### src/rtl/reg_dump_pkg.sv
// Shared types and sizes for the register-file dump reader.
package reg_dump_pkg;

  localparam int unsigned REG_ADDR_W = 5;
  localparam int unsigned REG_DATA_W = 32;
  localparam int unsigned REG_COUNT  = 32;

  typedef enum logic [1:0] {
    ST_IDLE  = 2'd0,
    ST_SETUP = 2'd1,
    ST_SEND  = 2'd2
  } dump_state_e;

endpackage

### src/rtl/reg_dump_reader.sv
// Walks the register file's client read port over an inclusive, wrapping
// address range and streams each word out on a valid/ready interface.
module reg_dump_reader
  import reg_dump_pkg::*;
#(
  parameter int ADDR_W = REG_ADDR_W,
  parameter int DATA_W = REG_DATA_W
) (
  input  logic              Clk,
  input  logic              Rst,
  input  logic              Start,
  input  logic              Abort,
  input  logic [ADDR_W-1:0] FirstAddr,
  input  logic [ADDR_W-1:0] LastAddr,
  output logic [ADDR_W-1:0] ClientRegAddr,
  input  logic [DATA_W-1:0] ClientRegData,
  output logic [DATA_W-1:0] OutData,
  output logic [ADDR_W-1:0] OutAddr,
  output logic              OutLast,
  output logic              OutValid,
  input  logic              OutReady,
  output logic              Busy,
  output logic              Done
);

  dump_state_e       state_q, state_d;
  logic [ADDR_W-1:0] ptr_q, ptr_d;
  logic [ADDR_W-1:0] last_q, last_d;
  logic [DATA_W-1:0] data_q, data_d;
  logic [ADDR_W-1:0] oaddr_q, oaddr_d;
  logic              olast_q, olast_d;
  logic              valid_q, valid_d;
  logic              done_q, done_d;

  // State and datapath registers, cleared asynchronously.
  always_ff @(posedge Clk or negedge Rst) begin
    if (!Rst) begin
      state_q <= ST_IDLE;
      ptr_q   <= '0;
      last_q  <= '0;
      data_q  <= '0;
      oaddr_q <= '0;
      olast_q <= 1'b0;
      valid_q <= 1'b0;
      done_q  <= 1'b0;
    end else begin
      state_q <= state_d;
      ptr_q   <= ptr_d;
      last_q  <= last_d;
      data_q  <= data_d;
      oaddr_q <= oaddr_d;
      olast_q <= olast_d;
      valid_q <= valid_d;
      done_q  <= done_d;
    end
  end

  // Next-state logic: latch range in IDLE, capture in SETUP, handshake in SEND.
  always_comb begin
    state_d = state_q;
    ptr_d   = ptr_q;
    last_d  = last_q;
    data_d  = data_q;
    oaddr_d = oaddr_q;
    olast_d = olast_q;
    valid_d = valid_q;
    done_d  = 1'b0;

    unique case (state_q)
      ST_IDLE: begin
        if (Start) begin
          ptr_d   = FirstAddr;
          last_d  = LastAddr;
          state_d = ST_SETUP;
        end
      end
      ST_SETUP: begin
        if (Abort) begin
          valid_d = 1'b0;
          state_d = ST_IDLE;
        end else begin
          data_d  = ClientRegData;
          oaddr_d = ptr_q;
          olast_d = (ptr_q == last_q);
          valid_d = 1'b1;
          state_d = ST_SEND;
        end
      end
      ST_SEND: begin
        // A handshake coinciding with Abort still delivers the word, but
        // Abort wins the transition and suppresses Done.
        if (Abort) begin
          valid_d = 1'b0;
          state_d = ST_IDLE;
        end else if (valid_q && OutReady) begin
          valid_d = 1'b0;
          if (olast_q) begin
            done_d  = 1'b1;
            state_d = ST_IDLE;
          end else begin
            ptr_d   = ptr_q + ADDR_W'(1);
            state_d = ST_SETUP;
          end
        end
      end
      default: begin
        valid_d = 1'b0;
        state_d = ST_IDLE;
      end
    endcase
  end

  assign ClientRegAddr = ptr_q;
  assign OutData       = data_q;
  assign OutAddr       = oaddr_q;
  assign OutLast       = olast_q;
  assign OutValid      = valid_q;
  assign Busy          = (state_q != ST_IDLE);
  assign Done          = done_q;

endmodule

### config.mk
export PLATFORM = sky130hd
export DESIGN_NAME = reg_dump_reader
export DESIGN_NICKNAME = d
export VERILOG_FILES = /design/src/rtl/reg_dump_pkg.sv /design/src/rtl/reg_dump_reader.sv
export SDC_FILE = /design/constraint.sdc
export NUM_CORES = 1
export LEC_CHECK = 0
export CAP_MARGIN = 20
export CORE_MARGIN = 10
export CORE_UTILIZATION = 45
export CTS_BUF_LIST = sky130_fd_sc_hd__clkbuf_16
export CTS_CLUSTER_SIZE = 25
export DETAILED_ROUTE_END_ITERATION = 12
export PLACE_DENSITY = 0.85
export SLEW_MARGIN = 10
export SYNTH_ARGS = -nofsm -noshare
export SYNTH_HDL_FRONTEND = slang
export SYNTH_SLANG_ARGS = --single-unit
### constraint.sdc
create_clock -name Clk -period 2.95 [get_ports Clk]
set_input_delay 0.295 -clock Clk [delete_from_list [all_inputs] [get_ports Clk]]
set_output_delay 0.295 -clock Clk [all_outputs]
set_load 0.05 [all_outputs]
==> summary.md <==
| Metric | Value |
|---|---|
| Min Hold Slack | `0.0227 ns` |
| Post-Syn Area | `0.00212 mm2` |
| Worst Skew | `between 0.009 and 0.01 ns` |
| Status | `completed` |
| Initial DRC Count | `61` |
| Post-synthesis sequential area ratio | `around 60%` |
| Worst Tran Pin Value | `0.632 ns` |
| CP Data Required Time | `2.65 ns` |
| Syn. warnings | `0` |
| Std cell rows | `24` |
| Worst VDD drop | `601 uV` |
| CTS resizes | `0` |
| Synth-to-Final Area Change | `52.9%` |
| GRT Residual Overflow | `0` |
| Die Ht | `88.6 um` |
| Detailed Routing Iterations Pass 1 | `4` |
| Relative slew margins | `57.9%` |
| Max-slew violations | `0` |
| WP data arrival | `1.76 ns` |
| GP Congestion | `0.752` |
| Clock buffer count from CTS | `5` |
| Clock latency on the worst-skew pair | `roughly 0.29 ns` |
| Area leader, netlist | `dfrtp_1` |
| Global-route wire length before repair | `8880 um` |
| Fin. Hold Viols | `0` |
| Max-Cap Viols | `0` |
| IO Port Bufs | `92` |
| CTS root buf | `clkbuf_16` |
| Synth Area in Adders | `0.591%` |
| Fin nets | `291` |
| RR Endpoint | `OutData[9]` |
| Place WS | `0.758 ns` |
| Asr flop ratio synth | `100%` |
| Mux contribution to synthesized area | `22.8%` |
| # hold bufs at CTS | `0` |
| CTS Buffer Depth | `2` |
| Share of cells above drive strength 1 | `20.9%` |
| Post-Route WL | `5800 um` |
| Largest net degree at the start of global routing | `34` |
| Setup crit start kind | `register` |
| R2R setup slack | `~0.98 ns` |
| Post-synthesis simple-gate area fraction | `5.56%` |
| Synth cell types | `27` |
| Hold WC Path Type | `primary input to async pin` |
| H-tree levels | `2` |
| Leading post-synthesis cells by cell area | `dfrtp_1, mux2_2, mux2_1` |
| Count of non-filler cells in the finished layout | `between 200 and 300` |
| Worst setup margin | `0.899 ns` |
| Routed len/inst | `19.5 um` |
| Critical path class | `register to output port` |
| Post-synthesis compound-gate area fraction | `under 10%` |
| Leak | `1.32 nW` |
| Ports | `93` |
| PD cells | `1150 mW/mm2` |
| Worst reg2reg path startpoint | `state_q[0]` |
| Total die area | `between 0.007 and 0.008 mm2` |
| Setup TNS | `0 ns` |
| Main combinational cell family by area after synthesis | `multiplexers` |
| Top FF cell, synth | `dfrtp_1` |
| Syn Area/Cell | `approximately 14 um2` |
| Initial antenna violation count | `1` |
| Top-area cell type share of the netlist area | `61.5%` |
| Worst setup EP type | `output port` |
| Tmin final | `about 2.1 ns` |
| ANT nets after route | `0` |
| Max FO, Critical Path | `4` |
| Initial Util | `47.6%` |
| Fmax | `488 MHz` |
| # setup viols final | `0` |
| Final Power | `0.00371 W` |
| Core ar. | `0.00444 mm2` |
| Post-Synth XOR/XNOR Area | `just over 2%` |
| Clock transition at path regs | `0.07 ns` |
| Vias in the first global route | `1,603` |
| Cells after Synth | `between 100 and 150` |
| Die width | `88.6 um` |
| CTS tree | `built` |
| Via Count | `about 1,600` |
| RSZ-0062 raised after global routing | `false` |
| Synth Net Count | `196` |
| DRC violations left | `0` |
| Vias/cell | `~5.2` |
| #FFs+latches synth | `52` |
| Final HPWL DP | `4240 um` |
| Inst Count DP | `between 200 and 300` |
| # clock sinks | `52` |
| Setup Fix Bufs, Post-CTS | `0` |
| Final worst path period share | `about 70%` |
| Total Routing Usage GR | `14.8%` |
| EDFF count, synth | `0` |
| Worst r2r path cells | `4` |
layer usage:
layer	vias up	global-route usage (%)	wire, um
met3	4	5.24	500
li1	714	-	-
met2	54	25.9	2980
met4	0	4.41	51
met1	780	16.5	2270
met5	-	0	0
logic make-up (layout without fill, tap and decap cells):
family / count (synthesis) / count (layout)
buffers and inverters: 8 / 104
adder cells (fa/ha/maj): 1 / 1
other: 0 / 1
AO/OA/AOI/OAI: 17 / 17
flip-flops: 52 / 52
AND/OR/NAND/NOR: 22 / 22
multiplexers: 43 / 43
XOR/XNOR: 5 / 5
cells in the mapped netlist, types with 2 or more instances:
| cell type | n |
|---|---|
| mux2_1 | 6 |
| buf_4 | 4 |
| nand3_1 | 4 |
| o21ai_0 | 2 |
| inv_1 | 2 |
| xnor2_1 | 5 |
| nand2_1 | 5 |
| mux2_2 | 36 |
| dfrtp_1 | 52 |
| o22ai_1 | 3 |
| nor2_1 | 6 |
| a21oi_1 | 8 |
worst max-delay path, stage by stage, from the launching register on:
cell and delay [ns]:
dfrtp_1 0.42, or2_2 0.32, clkdlybuf4s50_1 0.72
metrics by stage:
stage	util [%]	area [um2]
5_1_grt	72.8	3230
3_5_place_dp	69.0	3070
6_report	72.8	3240
4_1_cts	72.8	3230
3_3_place_gp	69.0	3070
2_1_floorplan	-	2120
layout by cell type, fill, tap and decap left out:
cell	count
clkdlybuf4s50_1	91
nand2_1	5
a31o_2	1
clkinv_1	1
or2_2	1
mux2i_1	1
nor4b_1	1
o22ai_1	3
and2b_1	1
diode_2	1
a21oi_1	8
bufinv_16	1
mux2_2	36
a22o_1	1
o21a_1	1
clkinv_4	1
ha_1	1
o21ai_0	2
buf_2	1
dfrtp_1	52
nor2_1	6
xnor2_1	5
nand2b_1	1
nor2b_2	1
nand3_1	4
buf_4	2
nor3b_2	1
a41o_2	1
inv_1	2
nor2b_1	1
clkbuf_16	5
mux2_1	6
worst max path at each step:
stage	from	end	slack, ns
3_3_place_gp	Abort	OutData[19]	0.82
4_1_cts	state_q[0]	Busy	0.90
5_1_grt	state_q[0]	Busy	0.86
3_5_place_dp	Abort	OutData[18]	0.76
6_report	state_q[0]	Busy	0.90
2_1_floorplan	OutLast	ClientRegAddr[0]	1.54
state kept, by name (all words and copies together) (netlist names):
name / count
OutAddr: 5
ClientRegAddr: 5
last_q: 5
OutData: 32
Done: 1
OutLast: 1
state_q: 2
OutValid: 1
final cells by class:
type                       count  area, um2
sequential                    52       1300
fill                         316       1210
timing repair buffer          94        931
multi-input combinational     88        762
clock buffer                   5        125
tap                           52       65.1
clock inverter                 3       42.5
inverter                       2       7.51
antenna                        1       2.50
where the power goes:
part           internal (W)  total, W  switching, W
logic              0.000709   0.00190       0.00119
clock network      0.000399  0.000647      0.000248
registers          0.000978   0.00117      0.000189
No activity file was read; power rests on OpenSTA's default activity.
